### src/rtl/mux2_arbiter_pkg.sv
`default_nettype none
`timescale 1ns/1ps
// ============================================================================
// Module      : mux2_arb_pkg
// Description : Shared definitions for the two-requester packet arbiter.
//               FSM state encoding, watchdog counter width, requester
//               index constants and a helper that maps an index to its
//               grant state.
// Revision    : 1.0 - initial release
// ============================================================================
package mux2_arb_pkg;

    typedef enum logic [1:0] {
        IDLE = 2'd0,
        GNT0 = 2'd1,
        GNT1 = 2'd2
    } arb_state_t;

    localparam int   HOLD_CNT_W = 16;

    localparam logic REQ0 = 1'b0;
    localparam logic REQ1 = 1'b1;

    // Grant state that corresponds to a requester index.
    function automatic arb_state_t gnt_state(input logic idx);
        return (idx == REQ1) ? GNT1 : GNT0;
    endfunction

endpackage : mux2_arb_pkg
`default_nettype wire

### src/rtl/mux2_w.sv
`default_nettype none
`timescale 1ns/1ps
// ============================================================================
// Module      : mux2_w
// Description : WIDTH-bit 2:1 multiplexer (purely combinational).
// Ports       : sel  - 0 selects in0, 1 selects in1
//               in0  - input 0, WIDTH bits
//               in1  - input 1, WIDTH bits
//               out  - selected value, WIDTH bits
// Revision    : 1.0 - initial release
// ============================================================================
module mux2_w #(
    parameter int WIDTH = 8
) (
    input  logic             sel,
    input  logic [WIDTH-1:0] in0,
    input  logic [WIDTH-1:0] in1,
    output logic [WIDTH-1:0] out
);

    assign out = sel ? in1 : in0;

endmodule : mux2_w
`default_nettype wire

### src/rtl/mux2_arbiter.sv
`default_nettype none
`timescale 1ns/1ps
// ============================================================================
// Module      : mux2_arbiter
// Description : Packet-aware round-robin arbiter sharing one valid/ready
//               channel between two requesters. A grant is held for a whole
//               packet (through the last beat). Valid, data, last and ready
//               pass combinationally through the registered select.
// Ports       : clk, rst_n (async, active low)
//               req0_valid/last/data/ready, req1_valid/last/data/ready
//               out_valid/last/data, out_ready
//               sel         - registered datapath select (0=req0, 1=req1)
//               busy        - a grant is held
//               timeout_err - one-cycle pulse on watchdog release
// Config      : ARB_HOLD_LIMIT_EN - when defined, a stall watchdog releases
//               a grant after HOLD_MAX cycles without a valid beat.
//               Otherwise timeout_err is tied low and grants never expire.
// Revision    : 1.0 - initial release
// ============================================================================
module mux2_arbiter
    import mux2_arb_pkg::*;
#(
    parameter int WIDTH    = 8,
    parameter int HOLD_MAX = 16
) (
    input  logic             clk,
    input  logic             rst_n,

    input  logic             req0_valid,
    input  logic             req0_last,
    input  logic [WIDTH-1:0] req0_data,
    output logic             req0_ready,

    input  logic             req1_valid,
    input  logic             req1_last,
    input  logic [WIDTH-1:0] req1_data,
    output logic             req1_ready,

    output logic             out_valid,
    output logic             out_last,
    output logic [WIDTH-1:0] out_data,
    input  logic             out_ready,

    output logic             sel,
    output logic             busy,
    output logic             timeout_err
);

    // Reject out-of-range watchdog limits at elaboration.
    if ((HOLD_MAX < 2) || (HOLD_MAX > ((1 << HOLD_CNT_W) - 1))) begin : g_hold_max_chk
        $error("mux2_arbiter: HOLD_MAX out of range 2..65535");
    end

    arb_state_t r_state;
    arb_state_t w_state_nxt;
    logic       r_sel;
    logic       w_sel_nxt;
    logic       r_last_gnt;
    logic       w_last_gnt_nxt;

    logic       w_granted;
    logic       w_mux_valid;
    logic       w_mux_last;
    logic       w_oth_valid;
    logic       w_beat_acc;
    logic       w_pkt_end;
    logic       w_wd_fire;

    // ------------------------------------------------------------------
    // Shared datapath. r_sel always equals the granted index while a grant
    // is held, so the same select serves both the granted and IDLE cases.
    // ------------------------------------------------------------------
    mux2_w #(.WIDTH(WIDTH)) u_mux_data (
        .sel (r_sel),
        .in0 (req0_data),
        .in1 (req1_data),
        .out (out_data)
    );

    mux2_w #(.WIDTH(1)) u_mux_last (
        .sel (r_sel),
        .in0 (req0_last),
        .in1 (req1_last),
        .out (w_mux_last)
    );

    mux2_w #(.WIDTH(1)) u_mux_valid (
        .sel (r_sel),
        .in0 (req0_valid),
        .in1 (req1_valid),
        .out (w_mux_valid)
    );

    assign w_granted   = (r_state != IDLE);
    assign w_oth_valid = r_sel ? req0_valid : req1_valid;
    assign w_beat_acc  = w_granted & w_mux_valid & out_ready;
    assign w_pkt_end   = w_beat_acc & w_mux_last;

    assign out_valid   = w_granted & w_mux_valid;
    assign out_last    = w_mux_last;
    assign req0_ready  = (r_state == GNT0) & out_ready;
    assign req1_ready  = (r_state == GNT1) & out_ready;
    assign sel         = r_sel;
    assign busy        = w_granted;

    // ------------------------------------------------------------------
    // Stall watchdog
    // ------------------------------------------------------------------
`ifdef ARB_HOLD_LIMIT_EN
    localparam logic [HOLD_CNT_W-1:0] c_hold_max = HOLD_CNT_W'(HOLD_MAX);

    logic [HOLD_CNT_W-1:0] r_hold_cnt;
    logic [HOLD_CNT_W-1:0] w_hold_inc;
    logic                  r_timeout_err;

    assign w_hold_inc = r_hold_cnt + HOLD_CNT_W'(1);
    // Fires on the stall cycle that would bring the count to HOLD_MAX.
    assign w_wd_fire  = w_granted & ~w_mux_valid & (w_hold_inc == c_hold_max);

    // IDLE keeps the counter at zero, so every grant entry starts fresh;
    // a direct grant hand-over always coincides with an accepted beat.
    always_ff @(posedge clk or negedge rst_n) begin
        if (!rst_n) begin
            r_hold_cnt    <= '0;
            r_timeout_err <= 1'b0;
        end else begin
            r_timeout_err <= w_wd_fire;
            if (!w_granted || w_beat_acc || w_wd_fire) begin
                r_hold_cnt <= '0;
            end else if (!w_mux_valid) begin
                r_hold_cnt <= w_hold_inc;
            end
        end
    end

    assign timeout_err = r_timeout_err;
`else
    assign w_wd_fire   = 1'b0;
    assign timeout_err = 1'b0;
`endif

    // ------------------------------------------------------------------
    // Grant FSM
    // ------------------------------------------------------------------
    always_ff @(posedge clk or negedge rst_n) begin
        if (!rst_n) begin
            r_state    <= IDLE;
            r_sel      <= REQ0;
            r_last_gnt <= REQ1;     // req0 wins the first tie
        end else begin
            r_state    <= w_state_nxt;
            r_sel      <= w_sel_nxt;
            r_last_gnt <= w_last_gnt_nxt;
        end
    end

    always_comb begin
        w_state_nxt    = r_state;
        w_sel_nxt      = r_sel;
        w_last_gnt_nxt = r_last_gnt;
        case (r_state)
            IDLE: begin
                if (req0_valid && req1_valid) begin
                    w_state_nxt = gnt_state(~r_last_gnt);
                    w_sel_nxt   = ~r_last_gnt;
                end else if (req0_valid) begin
                    w_state_nxt = GNT0;
                    w_sel_nxt   = REQ0;
                end else if (req1_valid) begin
                    w_state_nxt = GNT1;
                    w_sel_nxt   = REQ1;
                end
            end
            GNT0, GNT1: begin
                if (w_pkt_end) begin
                    w_last_gnt_nxt = r_sel;
                    // Hand straight over to a waiting peer; a repeating
                    // requester goes back through IDLE instead.
                    if (w_oth_valid) begin
                        w_state_nxt = gnt_state(~r_sel);
                        w_sel_nxt   = ~r_sel;
                    end else begin
                        w_state_nxt = IDLE;
                    end
                end else if (w_wd_fire) begin
                    w_last_gnt_nxt = r_sel;
                    w_state_nxt    = IDLE;
                end
            end
            default: begin
                w_state_nxt = IDLE;
            end
        endcase
    end

endmodule : mux2_arbiter
`default_nettype wire

### config.mk
export PLATFORM = sky130hd
export DESIGN_NAME = mux2_arbiter
export DESIGN_NICKNAME = d
export VERILOG_FILES = /design/src/rtl/mux2_arbiter_pkg.sv /design/src/rtl/mux2_w.sv /design/src/rtl/mux2_arbiter.sv
export SDC_FILE = /design/constraint.sdc
export NUM_CORES = 1
export LEC_CHECK = 0
export CORE_UTILIZATION = 34
export DETAILED_ROUTE_END_ITERATION = 12
export GPL_ROUTABILITY_DRIVEN = 0
export GPL_TIMING_DRIVEN = 1
export PLACE_DENSITY = 0.87
export SLEW_MARGIN = 20
export SYNTH_ARGS = -nofsm -noshare
export SYNTH_HDL_FRONTEND = slang
export SYNTH_SLANG_ARGS = --single-unit
### constraint.sdc
create_clock -name clk -period 3.49 [get_ports clk]
set_input_delay 0.5235 -clock clk [delete_from_list [all_inputs] [get_ports clk]]
set_output_delay 0.5235 -clock clk [all_outputs]
set_load 0.01 [all_outputs]
; ---- Word level (Yosys, flattened, before mapping)
; Index checks and enable logic that the tools add are counted.
[classes]
n_eq_ne = 5
muxes = 18
n_bitwise = 7
n_reduce_logical = 8
[op_table]
columns = op, n
row1 = two-way mux 2 bit, 7
row2 = two-way mux 1 bit, 8
row3 = two-way mux 8 bit, 1
row4 = bitwise AND 1 bit, 5
row5 = != test 2 bit (second input constant), 2
row6 = != test 4 bit (second input constant), 1
row7 = case mux 2 bit (2 select lines), 1
row8 = AND reduction 2 bit, 2
row9 = AND reduction 4 bit, 1
row10 = nonzero test 2 bit, 2
row11 = equality test 2 x 1 -> 1 bit (second input constant), 1
row12 = equality test 2 bit (second input constant), 1
row13 = zero test 2 bit, 1
row14 = NOT 1 bit, 2
row15 = case mux 1 bit (2 select lines), 1
row16 = OR reduction 2 bit, 1
row17 = logical AND 1 bit, 1
[totals]
ff_bits = 4
inputBits = 23
output_inout_bits = 15
word_cells = 41

; ---- Longest topological paths before layout
[depth]
word_depth = 6
mapped_depth = 6
depth_no_buf = 6

; ---- Modules after synthesis
; Synthesis repeated with hierarchy kept, for this count alone.
[unflattened]
hier_cells = 51
hier_area_um2 = 530.5
[modules_own_cells]
columns = module, n_inst, cells_each, area_each_um2, seq_area_each_um2
row1 = mux2_arbiter, 1, 40, 369.1, 101.3
row2 = mux2_w at u_mux_data, 1, 9, 131.4, 0.0
row3 = mux2_w at u_mux_last ..., 2, 1, 15.0, 0.0

; ---- Worst setup path before layout
; Ideal clock, no wire load.
[synth_timing]
path_type = reg-to-output
start = reg r_sel, in the netlist sel
end = out out_data[0]
arrival_ns = 1.065
t_required_ns = 2.967
path_slack_ns = 1.902
path_stages_with_launch = 3
n_path_buf = 1
cell_sequence = dfrtp_1 -> buf_2 -> mux2_2
[synth_via]
elab_chain_len = 1
[synth_rtl]
columns = element, line
row1 = start: declaration, mux2_arbiter.sv:56  ; logic r_sel;
row2 = start signal: assignment, mux2_arbiter.sv:152  ; r_sel <= w_sel_nxt;
row3 = two-way mux 8 bit, mux2_w.sv:21  ; assign out = sel ? in1 : in0;
row4 = end: declaration, mux2_arbiter.sv:41  ; output logic [WIDTH-1:0] out_data,
; Every way passes these cells.

; ---- Final worst setup path
[layout_timing]
start = in req1_valid
end = out out_valid
[layout_via]
elab_chain_len = 2
[layout_rtl]
columns = element, line
row1 = start: declaration, mux2_arbiter.sv:34  ; input logic req1_valid,
row2 = two-way mux 1 bit, mux2_w.sv:21
row3 = bitwise AND 1 bit, mux2_arbiter.sv:99  ; assign out_valid = w_granted & w_mux_valid;
row4 = end: declaration, mux2_arbiter.sv:39  ; output logic out_valid,
; Every way passes these cells.

==> results.toml <==
[run_status]
status = "completed"

[floorplanning]
io_pins = 38
core_area_mm2 = 0.001318
die_area_mm2 = 0.001583
fp-row-count = 13
initial_utilization_pct = 36.85
die_x_um = 39.79
die_h_um = 39.79

[critical_path]
cp.required_ns = 2.97
ff2ff_setup_slack_ns = 1.81
r2r_end = "r_state[1]$_DFFE_PN0P_"
cp.arrival_ns = 1.96
worstPathMaxFanout = 5
worst_setup_path_end_kind = "output port"
criticalPathCategory = "primary input to output port"
r2r_cells = 3
r2r-start = "sel$_DFFE_PN0P_"
startpoint = "req1_valid"
start_kind = "primary input"

[global_routing]
track_usage_pct = 21.17
grt_overflow_total = 0
antenna_found_initial = 0
grt_max_degree = 17
grt_pass1_vias = 525
grt_first_pass_wirelength_mm = 2.145

[placement]
place_area_um2 = 852.1
dp_worst_setup_slack_ns = 1.004
dpl.cell_count = 102
port_buffers = 36
place_hpwl_mm = 1.143

[detailed_routing]
num_vias = 534
drc = 0
post_drt_via_cell_ratio = 5.038
wirelength_mm = 1.387
drt_iter0_drc = 18
first_pass_iters = 4
postRouteAntennaNets = 0
avgRoutedWirePerCell_um = 13.08

[synthesis]
async_flop_share_pct = 100.0
yosys_warnings = 0
yosysSeqAreaShare_pct = 20.88
synth_edf_count = 0
synth_cells = 53
synth_cell_types = 28
synth_top_area_cell = "mux2_2"
ys_seq_elements = 4
avgSynthCellArea_um2 = 9.160
synth_area_leaders = "mux2_2 (19%), dfrtp_1 (15%), ha_1 (10%), mux2_4 (6.2%), dfstp_2 (5.4%)"
netlist.area_leader.share_pct = 18.56
synth_nets = 80
ys.flop_type = "dfrtp_1"
synth_area_um2 = 485.5

[layout]
layout_commonest_cell = "clkdlybuf4s50_1"
layout_common_cells = "clkdlybuf4s50_1 (36), mux2_2 (8), inv_1 (5)"
final_cell_count_no_fill = 106
regArea_um2 = 101.3
fill_cells = 112
multi_input_area_um2 = 352.8
num_antenna_cells = 0
final_util_pct = 66.67
final_cell_area_um2 = 878.3
layout.nets = 119
drive_gt1_share_pct = 17.58
area_growth_syn_to_layout_pct = 80.93

[clock_tree]
cts_buffers = 3
clkLatencyLatePin_ns = 0.24
clk_path_buf_depth = 2
clk_pin_slew_ns = 0.05
cts_tree = "built"
cts_root_buffer = "clkbuf_4"
cts.repair.resized = 0
post-cts-setup-buffers = 0
h-tree-depth = 1
ctsHoldBuffers = 0
numClockSinks = 4

[power]
p_leak_nw = 0.3641
p_seq_share_pct = 17.5
power_frac_clock_pct = 10.8
switching_share_pct = 39.94
p_int_mw = 0.3591
p_switching_mw = 0.2388
pwr-share-comb_pct = 71.7
peakVddDrop_mv = 0.3806
power.density_mw_per_mm2 = 680.7

[sta]
period_share_pct = 71.13
finalSetupTns_ns = 0
slew_violations = 0
hold_viol_final = 0
fmax_mhz = 402.9
setup_ws_ns = 1.008
worst_clock_skew_ns = 0.01713
rsz0062_at_grt = "false"
worst_pin_slew_ns = 0.5452
finalSetupViolCount = 0
period_minus_slack_ns = 2.482
slew_headroom_pct = 63.65

[hold_path]
holdCritPathClass = "primary input to async pin"

[run]
drv_cap = 0
layer usage:
layer	track usage, %	wire length [µm]	vias up	part of all wire (%)
met1	21.07	532	233	38
met5	0	0	-	0
met2	40.16	727	38	52
met3	7.955	126	0	9.1
li1	-	-	263	-
met4	5.172	0	0	0
worst max-delay path by stage:
stage | end
finish | out_valid
floorplan | out_data[0]
global route | out_valid
detailed placement | out_valid
global placement | out_valid
CTS | out_valid
critical path, cell delays in order:
cell and delay [ns]:
clkdlybuf4s50_1 0.54, nand2_1 0.10, a21oi_2 0.23, clkdlybuf4s50_1 0.56
Yosys cell counts, types with 2 or more instances:
cell type,count
a21oi_1,2
and2_1,2
dfrtp_1,3
ha_1,4
inv_1,5
mux2_2,8
mux2_4,2
nand2_1,3
nand2b_1,2
nand3b_1,2
nor2_1,2
o21ai_0,2
cells by family (layout without fill, tap and decap cells):
kind of cell | Yosys count | after routing | share of synthesized area [%]
AO/OA/AOI/OAI | 11 | 11 | 18.04
adder cells (fa/ha/maj) | 4 | 4 | 10.31
buffers and inverters | 7 | 45 | 6.443
flip-flops | 4 | 4 | 20.88
multiplexers | 11 | 11 | 26.81
other | 1 | 1 | 0.7725
AND/OR/NAND/NOR | 15 | 15 | 16.75
state kept, by name (all words and copies together), names as in the netlist:
signal / count
sel: 1
r_state: 2
r_last_gnt: 1
final cells by class:
class / instances / area share [%]
Timing Repair Buffer: 36 / 41.03
Sequential cell: 4 / 11.54
Clock buffer: 4 / 2.991
Inverter: 5 / 2.137
Multi-Input combinational cell: 42 / 40.17
Tap cell: 15 / 2.137
metrics by stage:
stage          hold slack [ns]  total power, mW
3_3_place_gp            0.5312           0.5232
5_1_grt                 0.4749           0.6487
6_report                0.4808           0.5979
4_1_cts                 0.4791           0.6041
3_5_place_dp            0.5329           0.5358
2_1_floorplan           0.2279           0.3596
power by group through the flow:
| stage | logic (mW) | registers [mW] | clock network [mW] |
|---|---|---|---|
| final | 0.429 | 0.105 | 0.0644 |
| after CTS | 0.433 | 0.104 | 0.0671 |
| after detailed placement | 0.430 | 0.106 | 0 |
| after global routing | 0.467 | 0.109 | 0.0733 |
| after global placement | 0.419 | 0.105 | 0 |
| after floorplan | 0.274 | 0.0853 | 0 |
No activity file was read; power rests on OpenSTA's default activity.
